File: config.mk
export PLATFORM = sky130hd
export DESIGN_NAME = y1_interval_monitor
export DESIGN_NICKNAME = d
export VERILOG_FILES = /design/src/rtl/y1_interval_monitor.sv
export SDC_FILE = /design/constraint.sdc
export NUM_CORES = 1
export LEC_CHECK = 0
export CORE_MARGIN = 5
export CORE_UTILIZATION = 40
export DETAILED_ROUTE_END_ITERATION = 7
export HOLD_SLACK_MARGIN = 0.06
export PLACE_DENSITY = 0.72
export SLEW_MARGIN = 10
export SYNTH_ARGS = -nofsm -noshare
export SYNTH_HDL_FRONTEND = slang
export SYNTH_SLANG_ARGS = --single-unit
File: constraint.sdc
create_clock -name clk -period 2.6 [get_ports clk]
set_clock_uncertainty 0.2 [all_clocks]
set_input_delay 0.26 -clock clk [delete_from_list [all_inputs] [get_ports clk]]
set_output_delay 0.26 -clock clk [all_outputs]
set_load 0.05 [all_outputs]
File: src/rtl/y1_interval_monitor.sv
// y1_interval_monitor: measures rise-to-rise intervals of the sequencer y1
// output, queues them in a first-word-fall-through FIFO drained over a
// valid/ready stream, and keeps pulse and drop statistics.
module y1_interval_monitor #(
    parameter int CNT_W  = 8,
    parameter int DEPTH  = 4,
    parameter int STAT_W = 16
) (
    input  logic              clk,
    input  logic              rst_n,
    input  logic              en,
    input  logic              y1,
    input  logic              clr_ovf,
    input  logic              m_ready,
    output logic              m_valid,
    output logic [CNT_W-1:0]  m_data,
    output logic              ovf,
    output logic [STAT_W-1:0] pulse_cnt,
    output logic [STAT_W-1:0] drop_cnt
);

    localparam int PTR_W = (DEPTH > 1) ? $clog2(DEPTH) : 1;
    localparam int OCC_W = $clog2(DEPTH + 1);

    typedef enum logic {
        ST_IDLE = 1'b0,
        ST_MEAS = 1'b1
    } state_e;

    state_e              state_q;
    logic [CNT_W-1:0]    cnt_q;
    logic                y1_q;
    logic [PTR_W-1:0]    wr_ptr_q;
    logic [PTR_W-1:0]    rd_ptr_q;
    logic [OCC_W-1:0]    occ_q;
    logic                ovf_q;
    logic [STAT_W-1:0]   pulse_cnt_q;
    logic [STAT_W-1:0]   drop_cnt_q;
    logic [CNT_W-1:0]    mem_q [DEPTH];

    logic rise_s;
    logic push_s;
    logic pop_s;
    logic full_s;
    logic accept_s;
    logic drop_s;

    // Handshake and FIFO control decoded from the current registered state.
    always_comb begin
        rise_s   = y1 & ~y1_q;
        push_s   = (state_q == ST_MEAS) & en & rise_s;
        full_s   = (occ_q == OCC_W'(DEPTH));
        if (occ_q != {OCC_W{1'b0}}) begin
            m_valid = 1'b1;
            m_data  = mem_q[rd_ptr_q];
        end else begin
            m_valid = 1'b0;
            m_data  = {CNT_W{1'b0}};
        end
        pop_s    = m_valid & m_ready;
        accept_s = push_s & (~full_s | pop_s);
        drop_s   = push_s & full_s & ~pop_s;
    end

    assign ovf       = ovf_q;
    assign pulse_cnt = pulse_cnt_q;
    assign drop_cnt  = drop_cnt_q;

    // Edge-detect register for y1.
    always_ff @(posedge clk or negedge rst_n) begin
        if (!rst_n) begin
            y1_q <= 1'b0;
        end else begin
            y1_q <= y1;
        end
    end

    // Interval measurement state machine; the count saturates at all-ones.
    always_ff @(posedge clk or negedge rst_n) begin
        if (!rst_n) begin
            state_q <= ST_IDLE;
            cnt_q   <= {CNT_W{1'b0}};
        end else begin
            case (state_q)
                ST_IDLE: begin
                    if (en && rise_s) begin
                        state_q <= ST_MEAS;
                        cnt_q   <= CNT_W'(1);
                    end else begin
                        state_q <= ST_IDLE;
                    end
                end
                ST_MEAS: begin
                    if (!en) begin
                        state_q <= ST_IDLE;
                        cnt_q   <= {CNT_W{1'b0}};
                    end else if (rise_s) begin
                        cnt_q   <= CNT_W'(1);
                    end else if (cnt_q != {CNT_W{1'b1}}) begin
                        cnt_q   <= cnt_q + CNT_W'(1);
                    end else begin
                        cnt_q   <= cnt_q;
                    end
                end
                default: begin
                    state_q <= ST_IDLE;
                    cnt_q   <= {CNT_W{1'b0}};
                end
            endcase
        end
    end

    // FIFO storage; empty slots are masked on the read side so no reset is needed.
    always_ff @(posedge clk) begin
        if (accept_s) begin
            mem_q[wr_ptr_q] <= cnt_q;
        end
    end

    // FIFO pointers and occupancy; a push into a full FIFO is only taken alongside a pop.
    always_ff @(posedge clk or negedge rst_n) begin
        if (!rst_n) begin
            wr_ptr_q <= {PTR_W{1'b0}};
            rd_ptr_q <= {PTR_W{1'b0}};
            occ_q    <= {OCC_W{1'b0}};
        end else begin
            if (accept_s) begin
                wr_ptr_q <= wr_ptr_q + PTR_W'(1);
            end
            if (pop_s) begin
                rd_ptr_q <= rd_ptr_q + PTR_W'(1);
            end
            if (accept_s && !pop_s) begin
                occ_q <= occ_q + OCC_W'(1);
            end else if (pop_s && !accept_s) begin
                occ_q <= occ_q - OCC_W'(1);
            end else begin
                occ_q <= occ_q;
            end
        end
    end

    // Statistics: sticky overflow (a drop beats a clear), wrapping pulse count, saturating drop count.
    always_ff @(posedge clk or negedge rst_n) begin
        if (!rst_n) begin
            ovf_q       <= 1'b0;
            pulse_cnt_q <= {STAT_W{1'b0}};
            drop_cnt_q  <= {STAT_W{1'b0}};
        end else begin
            if (drop_s) begin
                ovf_q <= 1'b1;
            end else if (clr_ovf) begin
                ovf_q <= 1'b0;
            end
            if (en && rise_s) begin
                pulse_cnt_q <= pulse_cnt_q + STAT_W'(1);
            end
            if (drop_s && (drop_cnt_q != {STAT_W{1'b1}})) begin
                drop_cnt_q <= drop_cnt_q + STAT_W'(1);
            end
        end
    end

endmodule

==> results of run 1 <==
==> area by class of cell <==
cell class / instances / area (µm²)
multi-input cells: 186 / 1410
clock buffers: 12 / 166
flip-flops and latches: 82 / 2210
clock inverters: 4 / 47.5
well taps: 111 / 139
fillers: 785 / 4600
repair buffers: 57 / 523
inverters: 13 / 48.8
==> cell usage after synthesis <==
library cell	instances	area, µm²
buf_6	1	11.3
o22a_1	1	8.76
or2_4	1	8.76
and3b_1	1	8.76
nand4_1	9	56.3
a21oi_1	2	10.0
and3_1	5	31.3
mux2_2	3	33.8
mux2i_1	2	20.0
edfxtp_1	32	961
buf_2	2	10.0
a31oi_1	4	25.0
nand4b_1	1	8.76
nor4b_1	1	8.76
clkbuf_1	4	15.0
or4_1	1	7.51
nor2_1	14	52.6
mux4_2	8	180
o221ai_1	1	8.76
inv_1	13	48.8
xnor2_1	12	105
o211ai_1	2	15.0
nor3_1	12	60.1
nor4_1	2	12.5
fa_1	1	20.0
xor2_1	23	201
nor4b_2	2	30.0
and2_1	13	81.3
ha_1	8	100
or2_2	3	18.8
nor2b_1	4	25.0
nor4_2	4	50.1
o21ai_0	4	20.0
nand3_1	11	55.1
or4b_4	1	13.8
nand2_1	23	86.3
nor3b_1	4	30.0
or3_1	3	18.8
dfrtp_1	50	1250
==> cells in the final DEF, fill, tap and decap left out, drive strengths merged, types with 3 or more instances in the layout <==
| cell | count |
|---|---|
| xor2 | 23 |
| or3 | 3 |
| xnor2 | 12 |
| ha | 8 |
| and3 | 5 |
| nand2 | 23 |
| nor4 | 6 |
| edfxtp | 32 |
| mux4 | 8 |
| clkbuf | 12 |
| nor2b | 4 |
| inv | 13 |
| dfrtp | 50 |
| nand3 | 11 |
| a31oi | 4 |
| nor3 | 12 |
| or2 | 4 |
| clkdlybuf4s50 | 38 |
| nor4b | 3 |
| nand4 | 9 |
| mux2 | 3 |
| and2 | 13 |
| nor3b | 4 |
| o21ai | 4 |
| buf | 18 |
| nor2 | 14 |
==> per-layer routing <==
metal | global-route usage [%] | share of wire (%) | vias up | wire (µm)
li1 | - | - | 1148 | -
met1 | 17.9 | 49 | 1157 | 3300
met2 | 19.1 | 46 | 50 | 3080
met3 | 2.79 | 3.8 | 5 | 252
met4 | 4.90 | 1.2 | 0 | 80
met5 | 0 | 0 | - | 0
==> power by group through the flow <==
stage          clock network [mW]  logic [mW]  registers, mW
3_5_place_dp                    0        1.22           1.62
6_report                    0.953        1.21           1.59
2_1_floorplan                   0       0.774           1.70
3_3_place_gp                    0        1.20           1.61
4_1_cts                     0.985        1.23           1.60
5_1_grt                      1.04        1.30           1.61
==> worst max-delay path: cells and delay by family, from the launching register on <==
family,cells,cell delay (ns)
buf+inv,2,0.88
flops,1,0.43
simple gates,1,0.39
==> flip-flops by register name (all words and copies together) (netlist names) <==
register	count
cnt_q	8
drop_cnt	16
mem_q	32
occ_q	3
ovf	1
pulse_cnt	16
rd_ptr_q	2
state_q	1
wr_ptr_q	2
y1_q	1
==> through the flow <==
stage	utilization, %	TNS [ns]	hold WS [ns]	total power [mW]
floorplan	-	0	-0.236	2.47
global placement	47.3	0	0.209	2.82
detailed placement	47.3	-0.0390	0.220	2.84
CTS	49.7	0	0.237	3.81
global route	49.7	0	0.244	3.95
finish	49.7	0	0.253	3.75
==> worst max path at each step <==
stage,end,depth (start not counted),startpoint
4_1_cts,m_valid,3,occ_q[0]
2_1_floorplan,occ_q[1],7,occ_q[0]
3_3_place_gp,occ_q[1],7,m_ready
5_1_grt,m_valid,3,occ_q[0]
6_report,m_valid,3,occ_q[0]
3_5_place_dp,occ_q[1],7,m_ready
==> kinds of logic after synthesis <==
group | after synthesis | synth area share, %
AND/OR/NAND/NOR | 115 | 17.9
adder cells (fa/ha/maj) | 9 | 3.24
XOR/XNOR | 35 | 8.26
buffers and inverters | 20 | 2.29
flip-flops | 82 | 59.6
AO/OA/AOI/OAI | 14 | 2.36
multiplexers | 13 | 6.31
==> reports/results.tsv, run 1 <==
metric	value	unit
final hold vios	0	
reg2reg start	occ_q[0]	
area grow syn2layout	22.6	%
drt pass-1 iters	5	
slowest CP cell	clkdlybuf4s50_1	
layout cells sized above 1	15.5	%
die area	11300	µm²
Comb pwr share	32.2	%
total track usage	12.7	%
clock sink count	82	
Non-Filler Instances	465	
initial antenna violation count	0	
wire per inst	14.4	µm
Critical Path AT	2.04	ns
Clock Latency Late Sink	0.33	ns
hpwl dp	4.66	mm
Hold Path Cell Cnt	1	
WS Path Type	reg2out	
crit share post-route	96.0	%
Hold Startpoint	y1	
vias in the first global route	2373	
Die Wd	106	µm
Mean Syn Cell Area	12.9	µm²
via/cell ratio	5.08	
hold_buf cts	1	
Peak supply drop	0.676	mV
Post-CTS Resized	0	
Sw Share	34.6	%
Crit path largest cell delay	0.70	ns
Clock Power Share	25.4	%
fin nets	364	
Max Slew Vio Count	0	
CTS tree	done	
total of max-cap violations	0	
CTS root buf	clkbuf_8	
DRC Markers	0	
cell row count	35	
Post-Syn Nets	303	
Die Y	106	µm
pin count of the biggest net entering global routing	51	
Crit. End Element	primary output	
Crit path required time	2.14	ns
Antenna diodes	0	
post-route cell area	4550	µm²
status	finished, final reports clean	
Iter 0 DRT Violations	117	
initial core utilization	40.5	%
Slew HR	57.1	%
RSZ-0062 raised after global routing	false	
Seq/Total Area, Yosys	59.6	%
worst reg2reg path endpoint	occ_q[1]	
Cell Area, Synth	3710	µm²
yosys warns	0	
Hold Path Class	in2reg	
Post CTS Setup Buffer Count	0	
Core Footprint	9150	µm²
Mapped Cells	288	
placed cells	448	
min cycle time layout	2.50	ns
Yosys cell types	39	
worst-path fanout max	10	
worst slack at placement	-0.0390	ns
Pwr Density	825	nW/µm²
H-tree levels	3	
final wirelength	6.71	mm
Psw	1.30	mW
Worst-path clk slew	0.07	ns
worst-path cell chain	or3_1, buf_4, clkdlybuf4s50_1	
Worst Slack Setup Final	0.105	ns
placed instance area	4330	µm²
setup slack, reg-to-reg	0.16	ns
reg2reg path depth	6	
startpoint class of the critical path	flop	
TritonCTS buffer count	9	
Longest Clk Path Bufs	2	
hold worst-path end	y1_q	
global route total overflow	0	
static leakage	1.88	nW
# IOs	48	
f_max	401	MHz
Vias	2360	
port bufs	47	
Sequential Power Share	42.4	%
flops & latches, synth	82	
GPL Wtd Cong	0.828	
worst slew pin tran	0.643	ns
global-route wire length before repair	11.5	mm
post-route ant nets	0	
final setup fails	0	
internal power	2.46	mW
No activity file was read; power rests on OpenSTA's default activity.
==> inputs of run 2 (changes only) <==
--- a/config.mk
+++ b/config.mk
@@ -7,9 +7,10 @@
 export LEC_CHECK = 0
 export CORE_MARGIN = 5
 export CORE_UTILIZATION = 40
+export CTS_BUF_LIST = sky130_fd_sc_hd__clkbuf_2 sky130_fd_sc_hd__clkbuf_4 sky130_fd_sc_hd__clkbuf_8
 export DETAILED_ROUTE_END_ITERATION = 7
 export HOLD_SLACK_MARGIN = 0.06
-export PLACE_DENSITY = 0.72
+export PLACE_DENSITY = 0.66
 export SLEW_MARGIN = 10
 export SYNTH_ARGS = -nofsm -noshare
 export SYNTH_HDL_FRONTEND = slang
==> reports/results.tsv, run 2 (synthesis results as in run 1) <==
metric	value	unit	change
CP delay by family, top	buffers and inverters		
port bufs	47		unchanged
# fillers	810		+3.2%
worst slack at placement	-0.0367	ns	+0.00233 ns
startpoint class of the critical path	flop		
global route total overflow	0		unchanged
fin nets	370		+1.6%
GR Layer Usage met3	4.37	%	+1.6 points
final hold vios	0		unchanged
Clock Latency Late Sink	0.36	ns	+0.03 ns
static leakage	1.91	nW	+1.6%
Hold Path Cell Cnt	1		unchanged
most crowded layer after global routing	met2		
Peak supply drop	0.645	mV	-4.6%
layout cells sized above 1	17.2	%	+1.7 points
global-route track usage on met1	17.2	%	-0.61 points
drt pass-1 iters	4		-1
CTS tree	done		
commonest non-fill, non-tap cell in the layout	dfrtp_1		
Non-Filler Instances	471		+1.3%
initial core utilization	40.5	%	unchanged
cell row count	35		unchanged
Post-CTS Resized	0		unchanged
Critical Path AT	2.05	ns	about the same
worst path buffer plus inverter count	2		unchanged
CTS root buf	clkbuf_8		
WS Path Type	reg2out		
setup slack, reg-to-reg	0.16	ns	about the same
total of max-cap violations	0		unchanged
slowest CP cell	clkdlybuf4s50_1		
Largest register FFs	32		unchanged
final setup fails	0		unchanged
Iter 0 DRT Violations	109		-6.8%
H-tree levels	3		unchanged
worst-path fanout max	10		unchanged
f_max	398	MHz	-0.67%
total track usage	12.9	%	+0.25 points
commonest cells after routing, fill and taps aside	50 x dfrtp_1, 38 x clkdlybuf4s50_1, 32 x edfxtp_1		
crit share post-route	96.6	%	+0.64 points
# IOs	48		unchanged
status	finished, final reports clean		
DRC Markers	0		unchanged
Max Slew Vio Count	0		unchanged
worst reg2reg path endpoint	occ_q[1]		
hpwl dp	4.64	mm	-0.54%
met2 Use GR	19.6	%	+0.50 points
reg2reg start	occ_q[0]		
Pwr Density	818	nW/µm²	-0.82%
hold_buf cts	1		unchanged
die area	11300	µm²	unchanged
Die Y	106	µm	unchanged
RSZ-0062 raised after global routing	false		
reg2reg path depth	6		unchanged
Crit path required time	2.14	ns	about the same
hold worst-path end	y1_q		
Die Wd	106	µm	unchanged
GPL Wtd Cong	0.793		-4.2%
Slew HR	56.4	%	-0.66 points
min cycle time layout	2.51	ns	+0.0168 ns
vias in the first global route	2425		+2.2%
pin count of the biggest net entering global routing	51		unchanged
clock sink count	82		unchanged
via/cell ratio	5.01		-1.3%
final wirelength	6.69	mm	-0.36%
area grow syn2layout	23.7	%	
Hold Startpoint	y1		
Post CTS Setup Buffer Count	0		unchanged
Vias	2359		-0.042%
Crit. End Element	primary output		
Core Footprint	9150	µm²	unchanged
Antenna diodes	0		unchanged
Hold Path Class	in2reg		
worst-path cell chain	or3_1, buf_4, clkdlybuf4s50_1		
Longest Clk Path Bufs	2		unchanged
Crit path largest cell delay	0.70	ns	about the same
global-route wire length before repair	11.6	mm	+1.1%
TritonCTS buffer count	9		unchanged
worst slew pin tran	0.653	ns	+0.00994 ns
Worst Slack Setup Final	0.0878	ns	-0.0168 ns
Largest Register	mem_q		
wire per inst	14.2	µm	-1.6%
placed cells	454		+1.3%
initial antenna violation count	0		unchanged
Worst-path clk slew	0.08	ns	about the same
post-route ant nets	0		unchanged
Setup TNS	0	ns	unchanged
[run 2: cell count changes in the layout (fill, tap and decap cells not counted), sizes merged]
cell      delta
buf          +6
inv          +2
clkinvlp     -1
clkinv       +1
clkbuf       -2
[run 2: per-layer routing]
layer | share of wire (%) | wire [µm] | vias to the layer above
met3 | 4.9 | 325 | 7
met4 | 1.5 | 97 | 0
met1 | 48 | 3240 | 1136
li1 | - | - | 1166
met2 | 45 | 3030 | 50
met5 | 0 | 0 | -
[run 2: power breakdown]
part           internal (mW)  total, mW  switching [mW]
Combinational          0.479       1.20           0.724
Clock                  0.482      0.965           0.483
Sequential              1.45       1.59           0.135
Total                   2.41       3.76            1.34
[run 2: worst max-delay path by stage]
stage / from / to / slack (ns) / cells after the start
global route: occ_q[0] / m_valid / 0.006 / 3
detailed placement: m_ready / occ_q[1] / -0.04 / 7
floorplan: occ_q[0] / occ_q[1] / 0.1 / 7
global placement: m_ready / occ_q[1] / -0.02 / 7
finish: occ_q[0] / m_valid / 0.09 / 3
CTS: occ_q[0] / m_valid / 0.06 / 3
[run 2: per-stage QoR]
step,util (%),total power [mW],cell area (µm²),hold slack (ns)
CTS,50.2,3.81,4590,0.233
global placement,47.8,2.82,4370,0.223
detailed placement,47.8,2.84,4370,0.221
finish,50.2,3.76,4590,0.242
floorplan,-,2.47,3710,-0.236
global route,50.2,3.97,4590,0.240
[run 2: cell type report]
| type | instances | area (µm²) | area share, % |
|---|---|---|---|
| well taps | 111 | 139 | 3.03 |
| inverters | 13 | 48.8 | 1.06 |
| clock buffers | 10 | 138 | 3.00 |
| multi-input cells | 186 | 1410 | 30.8 |
| repair buffers | 63 | 568 | 12.4 |
| clock inverters | 6 | 72.6 | 1.58 |
| flip-flops and latches | 82 | 2210 | 48.2 |
[run 2: worst reg2reg max path: stages, from the launching register on]
cell and delay (ns):
dfrtp_1 0.44, or4b_4 0.57, nor2b_1 0.16, ha_1 0.22, inv_1 0.07, fa_1 0.40
mux2_2 0.27
